`src/rtl/key_debounce.sv`:
```
// rtl/key_debounce.sv - per-key push-button debouncer with press/release strobes
// Two-flop synchronizer feeding one four-state FSM and stability counter per key.
module key_debounce #(
  parameter int NUM_KEYS        = 2,
  parameter int DEBOUNCE_CYCLES = 50000
) (
  input  logic                clk,
  input  logic                reset_n,
  input  logic [NUM_KEYS-1:0] key_n_raw,
  output logic [NUM_KEYS-1:0] key_level,
  output logic [NUM_KEYS-1:0] press_pulse,
  output logic [NUM_KEYS-1:0] release_pulse
);

  localparam int CW = $clog2(DEBOUNCE_CYCLES);
  localparam logic [CW-1:0] CNT_LAST = CW'(DEBOUNCE_CYCLES - 1);

  typedef enum logic [1:0] {
    RELEASED,
    PRESS_WAIT,
    PRESSED,
    RELEASE_WAIT
  } state_t;

  logic [NUM_KEYS-1:0] sync_q1;
  logic [NUM_KEYS-1:0] sync_q2;
  logic [NUM_KEYS-1:0] s;

  // Synchronizer idles at 1 so a reset looks like all keys released.
  always_ff @(posedge clk or negedge reset_n) begin
    if (!reset_n) begin
      sync_q1 <= '1;
      sync_q2 <= '1;
    end else begin
      sync_q1 <= key_n_raw;
      sync_q2 <= sync_q1;
    end
  end

  assign s = ~sync_q2;

  for (genvar i = 0; i < NUM_KEYS; i++) begin : g_key
    state_t        state;
    logic [CW-1:0] cnt;
    logic          level_q;
    logic          press_q;
    logic          release_q;

    always_ff @(posedge clk or negedge reset_n) begin
      if (!reset_n) begin
        state     <= RELEASED;
        cnt       <= '0;
        level_q   <= 1'b0;
        press_q   <= 1'b0;
        release_q <= 1'b0;
      end else begin
        press_q   <= 1'b0;
        release_q <= 1'b0;
        case (state)
          RELEASED: begin
            if (s[i]) begin
              state <= PRESS_WAIT;
              cnt   <= '0;
            end
          end
          PRESS_WAIT: begin
            if (!s[i]) begin
              state <= RELEASED;
              cnt   <= '0;
            end else if (cnt == CNT_LAST) begin
              // Level and strobe update on the same edge as the state change.
              state   <= PRESSED;
              level_q <= 1'b1;
              press_q <= 1'b1;
            end else begin
              cnt <= cnt + CW'(1);
            end
          end
          PRESSED: begin
            if (!s[i]) begin
              state <= RELEASE_WAIT;
              cnt   <= '0;
            end
          end
          RELEASE_WAIT: begin
            if (s[i]) begin
              state <= PRESSED;
              cnt   <= '0;
            end else if (cnt == CNT_LAST) begin
              state     <= RELEASED;
              level_q   <= 1'b0;
              release_q <= 1'b1;
            end else begin
              cnt <= cnt + CW'(1);
            end
          end
          default: begin
            state   <= RELEASED;
            cnt     <= '0;
            level_q <= 1'b0;
          end
        endcase
      end
    end

    assign key_level[i]     = level_q;
    assign press_pulse[i]   = press_q;
    assign release_pulse[i] = release_q;
  end

endmodule

```
`config.mk`:
```
export PLATFORM = sky130hd
export DESIGN_NAME = key_debounce
export DESIGN_NICKNAME = d
export VERILOG_FILES = /design/src/rtl/key_debounce.sv
export SDC_FILE = /design/constraint.sdc
export NUM_CORES = 1
export LEC_CHECK = 0
export BUFFER_PORTS_ARGS = -buffer_cell sky130_fd_sc_hd__buf_2
export CAP_MARGIN = 20
export CORE_MARGIN = 2
export CORE_UTILIZATION = 55
export CTS_CLUSTER_SIZE = 16
export DETAILED_ROUTE_END_ITERATION = 12
export PLACE_DENSITY = 0.73
export SLEW_MARGIN = 0
export SYNTH_ARGS = -nofsm -noshare
export SYNTH_HDL_FRONTEND = slang
export SYNTH_SLANG_ARGS = --single-unit
```
`constraint.sdc`:
```
create_clock -name clk -period 2.94 [get_ports clk]
set_input_delay 0.294 -clock clk [delete_from_list [all_inputs] [get_ports clk]]
set_output_delay 0.294 -clock clk [all_outputs]
set_load 0.02 [all_outputs]
```
==> impl_metrics.env, run 1 <==
export IMPL_vias_per_cell=5.87
export IMPL_fp_dieH_um=69.4
export IMPL_dp_hpwl_um=2810
export IMPL_whs_ns=0.0898
export IMPL_cts_buffers=5
export IMPL_cp_start_kind="flop"
export IMPL_fillers=344
export IMPL_irDropWorstVdd_mv=0.382
export IMPL_rr_worst_depth=4
export IMPL_antenna_found_initial=0
export IMPL_critPathMaxFanout=14
export IMPL_grt_pass1_wl_um=7340
export IMPL_cts_buffer_depth=2
export IMPL_min_path_cells=1
export IMPL_drt_first_pass_iters=4
export IMPL_fmax_mhz=461
export IMPL_avgSynthCellArea_um2=9.56
export IMPL_drc=0
export IMPL_final_common_cell="dfrtp_1"
export IMPL_arrival_ns=2.41
export IMPL_finalHoldViolCount=0
export IMPL_yosys_warnings=0
export IMPL_grt_pass1_vias=1616
export IMPL_drt_wirelength_per_cell_um=13.7
export IMPL_rows=23
export IMPL_gp_congestion=0.779
export IMPL_drive_gt1_frac=0.106
export IMPL_initial_utilization=0.580
export IMPL_tns_ns=0
export IMPL_tightest_slew_ns=0.925
export IMPL_io_buffer_count=9
export IMPL_power_density_nw_per_um2=495
export IMPL_ys_flop_type="dfrtp_1"
export IMPL_min_period_over_period=0.738
export IMPL_end_kind="flop"
export IMPL_clockRootBuffer="clkbuf_8"
export IMPL_postRouteAntennaNets=0
export IMPL_cts_sinks=46
export IMPL_synth_seq_cells=46
export IMPL_netlist_instances=246
export IMPL_max_cap_violations=0
export IMPL_slew_headroom=0.381
export IMPL_setup_viol=0
export IMPL_drt_wl_total_um=4150
export IMPL_syn_to_final_growth_pct=9.15
export IMPL_critical_path_class="flop to flop"
export IMPL_status="finished, final reports clean"
export IMPL_cts_resized=0
export IMPL_synth_edf_count=0
export IMPL_synth_async_reset_ratio=1.00
export IMPL_clk_latency_ns=0.30
export IMPL_vias=1783
export IMPL_cts_setup_buffers=0
export IMPL_grt_total_usage=0.187
export IMPL_multi_input_area_um2=1080
export IMPL_grt_max_degree=47
export IMPL_synth_cell_types=40
export IMPL_clock_skew_ns=0.00624
export IMPL_fin_util=0.633
export IMPL_synth_seq_area_share=0.491
export IMPL_worstHoldPathType="primary input to flop"
export IMPL_rsz0062_at_grt="no"
export IMPL_synth_nets=252
export IMPL_ff_latch_area_um2=1160
export IMPL_cp_required_ns=3.18
export IMPL_syn_area_um2=2350
export IMPL_cts_hold_buf=0
export IMPL_antenna_cells=0
export IMPL_die_area_um2=4820
export IMPL_cts_tree="yes"
export IMPL_nets=259
export IMPL_period_minus_slack_ns=2.17
export IMPL_coreArea_um2=4060
export IMPL_p_leak_uw=0.00106
export IMPL_layout_common_cells="dfrtp_1, nand2_1, nor2_1, xnor2_1, inv_1"
export IMPL_die_x_um=69.4
export IMPL_cts_max_level=2
export IMPL_grt_ovfl_total=0
export IMPL_path_clk_slew_ns=0.09
export IMPL_initialDrtViolationCount=87
export IMPL_pin_count=10
export IMPL_maxSlewViolCount=0
export IMPL_finalPower_uw=1270
## per-stage QoR
stage / cells / setup slack, ns / area [um^2]
floorplan: 246 / 1.05 / 2350
global placement: 294 / 0.827 / 2400
detailed placement: 294 / 0.789 / 2400
CTS: 302 / 0.777 / 2540
global route: 304 / 0.601 / 2570
finish: 304 / 0.769 / 2570
## metal layers
| metal | vias up | routed length, um | GRT usage |
|---|---|---|---|
| met5 | - | 0 | 0 |
| met4 | 0 | 33 | 0.0392 |
| met3 | 4 | 174 | 0.0523 |
| met2 | 37 | 1820 | 0.279 |
| met1 | 847 | 2130 | 0.275 |
| li1 | 895 | - | - |
## worst paths after layout
| path | to | startpoint | slack (ns) |
|---|---|---|---|
| min | sync_q1[1] | key_n_raw[1] | 0.09 |
| max in group asynchronous | sync_q1[1] | reset_n | 1.98 |
| max reg2reg | g_key[1].cnt[15] | sync_q2[1] | 0.77 |
| max | g_key[1].cnt[15] | sync_q2[1] | 0.77 |
| min in group asynchronous | g_key[1].cnt[15] | reset_n | 0.42 |
| min reg2reg | sync_q2[0] | sync_q1[0] | 0.36 |
## cells by family (layout without fill, tap and decap cells)
kind of cell	after synthesis	after routing	share of synthesized area
compound gates	39	39	0.0984
simple gates	110	110	0.256
buf+inv	25	33	0.0511
xor+xnor	20	20	0.0745
fa+ha+maj	2	2	0.0106
mux	4	4	0.0176
flops	46	46	0.491
## synth_stat cells (2+ instances only)
| cell type | n | area, um^2 |
|---|---|---|
| a21oi_1 | 11 | 55.1 |
| a22oi_1 | 2 | 15.0 |
| a31oi_1 | 2 | 12.5 |
| and2_1 | 3 | 18.8 |
| and3_1 | 4 | 25.0 |
| and4_1 | 2 | 17.5 |
| buf_2 | 2 | 10.0 |
| buf_4 | 6 | 45.0 |
| clkbuf_1 | 4 | 15.0 |
| dfrtp_1 | 42 | 1050 |
| dfstp_2 | 4 | 105 |
| ha_1 | 2 | 25.0 |
| inv_1 | 12 | 45.0 |
| mux2i_1 | 3 | 30.0 |
| nand2_1 | 23 | 86.3 |
| nand3_1 | 9 | 45.0 |
| nand4_1 | 10 | 62.6 |
| nand4b_1 | 2 | 17.5 |
| nor2_1 | 23 | 86.3 |
| nor3_1 | 5 | 25.0 |
| nor4_1 | 7 | 43.8 |
| nor4bb_1 | 3 | 30.0 |
| o211ai_1 | 4 | 30.0 |
| o21ai_0 | 10 | 50.1 |
| o22ai_1 | 7 | 43.8 |
| or3_1 | 8 | 50.1 |
| or4_1 | 4 | 30.0 |
| or4bb_1 | 2 | 22.5 |
| xnor2_1 | 18 | 158 |
| xor2_1 | 2 | 17.5 |
## worst max-delay path, cell delays in order, from the launching register on
cell and delay [ns]:
dfstp_2 0.58, xor2_1 0.27, or4_1 0.69, or4_1 0.50, nand2_1 0.08
## state kept, by name, summed over array words and instances (netlist names), named ones only
name / count
g_key.cnt: 32
g_key.level_q: 2
g_key.press_q: 2
g_key.release_q: 2
g_key.state: 2
sync_q1: 2
sync_q2: 2
## report_power, final
part	internal (uW)	leakage [uW]	total [uW]	switching [uW]
clock network	340	0.0000683	555	215
logic	20.1	0.000375	59.2	39.1
registers	643	0.000622	656	12.6
total	1000	0.00106	1270	266
## area by class of cell
| cell class | count | area share |
|---|---|---|
| well taps | 50 | 0.0244 |
| clock buffers | 5 | 0.0268 |
| flip-flops and latches | 46 | 0.450 |
| inverters | 12 | 0.0175 |
| repair buffers | 13 | 0.0351 |
| multi-input cells | 175 | 0.419 |
| clock inverters | 3 | 0.0268 |
No activity file was read; power rests on OpenSTA's default activity.
==> run 2: changes to the inputs <==
- PLACE_DENSITY: 0.73 -> 0.76
- clock period: 2.94 -> 1.91 ns (I/O delays scaled with it)
==> impl_metrics.env, run 2 (synthesis gave the netlist of run 1 again) <==
export IMPL_grt_max_degree=47
export IMPL_netSwitchingPower_uw=421
export IMPL_placed_area_um2=2590
export IMPL_cp_required_ns=2.10
export IMPL_vias=1902
export IMPL_power_density_nw_per_um2=627
export IMPL_tns_ns=0
export IMPL_coreArea_um2=4060
export IMPL_crit_chain="and3_1, nand4_1, or4b_2, mux2_2"
export IMPL_final_common_cell="dfrtp_1"
export IMPL_seqPwrFrac=0.587
export IMPL_pwr_share_clk=0.349
export IMPL_min_path_cells=0
export IMPL_vias_per_cell=5.76
export IMPL_initial_utilization=0.580
export IMPL_grt_total_usage=0.195
export IMPL_maxSlewViolCount=0
export IMPL_syn_to_final_growth_pct=16.2
export IMPL_die_area_um2=4820
export IMPL_antenna_found_initial=0
export IMPL_critical_path_class="flop to flop"
export IMPL_place_inst=319
export IMPL_die_x_um=69.4
export IMPL_grt_pass1_vias=1831
export IMPL_tightest_slew_ns=0.568
export IMPL_arrival_ns=2.01
export IMPL_max_cap_violations=0
export IMPL_antenna_cells=0
export IMPL_dp_hpwl_um=3120
export IMPL_gp_congestion=0.818
export IMPL_end_kind="flop"
export IMPL_drt_wirelength_per_cell_um=13.3
export IMPL_cts_sinks=46
export IMPL_p_sw_frac=0.246
export IMPL_nets=285
export IMPL_status="finished, final reports clean"
export IMPL_whs_ns=0.361
export IMPL_clock_skew_ns=0.00697
export IMPL_largest_register="g_key.cnt"
export IMPL_finalPower_uw=1710
export IMPL_period_minus_slack_ns=1.82
export IMPL_rr_worst_depth=4
export IMPL_reg2reg_to="g_key[0].cnt[15]"
export IMPL_clk_latency_ns=0.30
export IMPL_cp_start_kind="flop"
export IMPL_layout_cells_non_filler=330
export IMPL_grt_pass1_wl_um=7780
export IMPL_worst_path_largest_cell_delay_ns=0.64
export IMPL_worstHoldPathType="flop to flop"
export IMPL_p_int_uw=1290
export IMPL_regToRegSetupSlack_ns=0.09
export IMPL_layout_common_cells="dfrtp_1, buf_4, nand2_1, nor2_1, xnor2_1"
export IMPL_grt_ovfl_total=0
export IMPL_io_buffer_count=9
export IMPL_min_period_over_period=0.955
export IMPL_clockRootBuffer="clkbuf_8"
export IMPL_path_buf_inv=0
export IMPL_irDropWorstVdd_mv=0.531
export IMPL_worstHoldEndpoint="sync_q2[0]"
export IMPL_path_clk_slew_ns=0.09
export IMPL_p_comb_frac=0.064
export IMPL_critPathMaxFanout=6
export IMPL_fp_dieH_um=69.4
export IMPL_cts_max_level=2
export IMPL_slowest_stage="or4b_2"
export IMPL_finalHoldViolCount=0
export IMPL_fillers=316
export IMPL_setup_viol=0
export IMPL_drive_gt1_frac=0.200
export IMPL_crit_family="simple AND/OR/NAND/NOR gates"
export IMPL_final_area_um2=2730
export IMPL_cts_buffers=5
export IMPL_drc=0
export IMPL_p_leak_uw=0.00116
export IMPL_regToRegStartpoint="g_key[0].cnt[9]"
export IMPL_cts_buffer_depth=2
export IMPL_cts_setup_buffers=0
export IMPL_drt_first_pass_iters=4
export IMPL_fmax_mhz=548
export IMPL_largest_register_ffs=32
export IMPL_drt_wl_total_um=4380
export IMPL_pin_count=10
export IMPL_rows=23
export IMPL_cts_tree="yes"
export IMPL_initialDrtViolationCount=109
export IMPL_min_from="sync_q1[0]"
export IMPL_slew_headroom=0.621
export IMPL_postRouteAntennaNets=0
## run 2: cell count changes in the layout (fill, tap and decap cells not counted), sizes merged
cell / previous run / this run
clkinv: 1 / 0
inv: 12 / 13
clkinvlp: 0 / 2
bufinv: 2 / 0
buf: 12 / 36
dlygate4sd3: 1 / 3
## run 2: routing by layer
metal	track usage	part of all wire	up-vias
li1	-	-	945
met1	0.269	0.50	918
met2	0.316	0.46	34
met3	0.0436	0.037	5
met4	0.0458	0.0087	0
met5	0	0	-
## run 2: power groups by stage
stage | sequential, uW | clock (uW) | combinational, uW
after floorplan | 1020 | 0 | 55.0
after detailed placement | 1020 | 0 | 106
after CTS | 1010 | 614 | 110
after global placement | 1020 | 0 | 104
after global routing | 1010 | 655 | 126
final | 1010 | 598 | 109
## run 2: worst max-delay path by stage
| stage | slack, ns | from | cells past startpoint | to |
|---|---|---|---|---|
| after global routing | -0.0002 | sync_q2[1] | 6 | g_key[1].cnt[12] |
| after floorplan | 0.02 | sync_q2[1] | 5 | g_key[1].cnt[15] |
| final | 0.09 | g_key[0].cnt[9] | 4 | g_key[0].cnt[15] |
| after detailed placement | 0.05 | sync_q2[1] | 5 | g_key[1].cnt[14] |
| after CTS | 0.03 | sync_q2[1] | 4 | g_key[1].cnt[15] |
| after global placement | 0.08 | sync_q2[1] | 5 | g_key[1].cnt[14] |
## run 2: stage by stage
step,setup WS [ns],util
6_report,0.0857,0.673
2_1_floorplan,0.0225,-
3_3_place_gp,0.0796,0.638
5_1_grt,-0.000227,0.673
4_1_cts,0.0258,0.668
3_5_place_dp,0.0451,0.638
## run 2: worst reg2reg max path, stage by stage (launching register included)
cell and delay [ns]:
dfrtp_1 0.45, and3_1 0.21, nand4_1 0.13, or4b_2 0.64
mux2_2 0.29
## run 2: cell type report
type,instances,area (um^2),area share
clock inverter,3,23.8,0.00870
inverter,12,45.0,0.0165
clock buffer,5,68.8,0.0252
sequential,46,1160,0.423
timing repair buffer,39,278,0.102
tap,50,62.6,0.0229
multi-input combinational,175,1100,0.402
## run 2: repair_timing
item / in CTS / in global routing
endpoints found under the setup margin: 0 / 9
resized for setup: 0 / 5
hold buffers: 3 / 0
hold endpoints to repair: 44 / 0
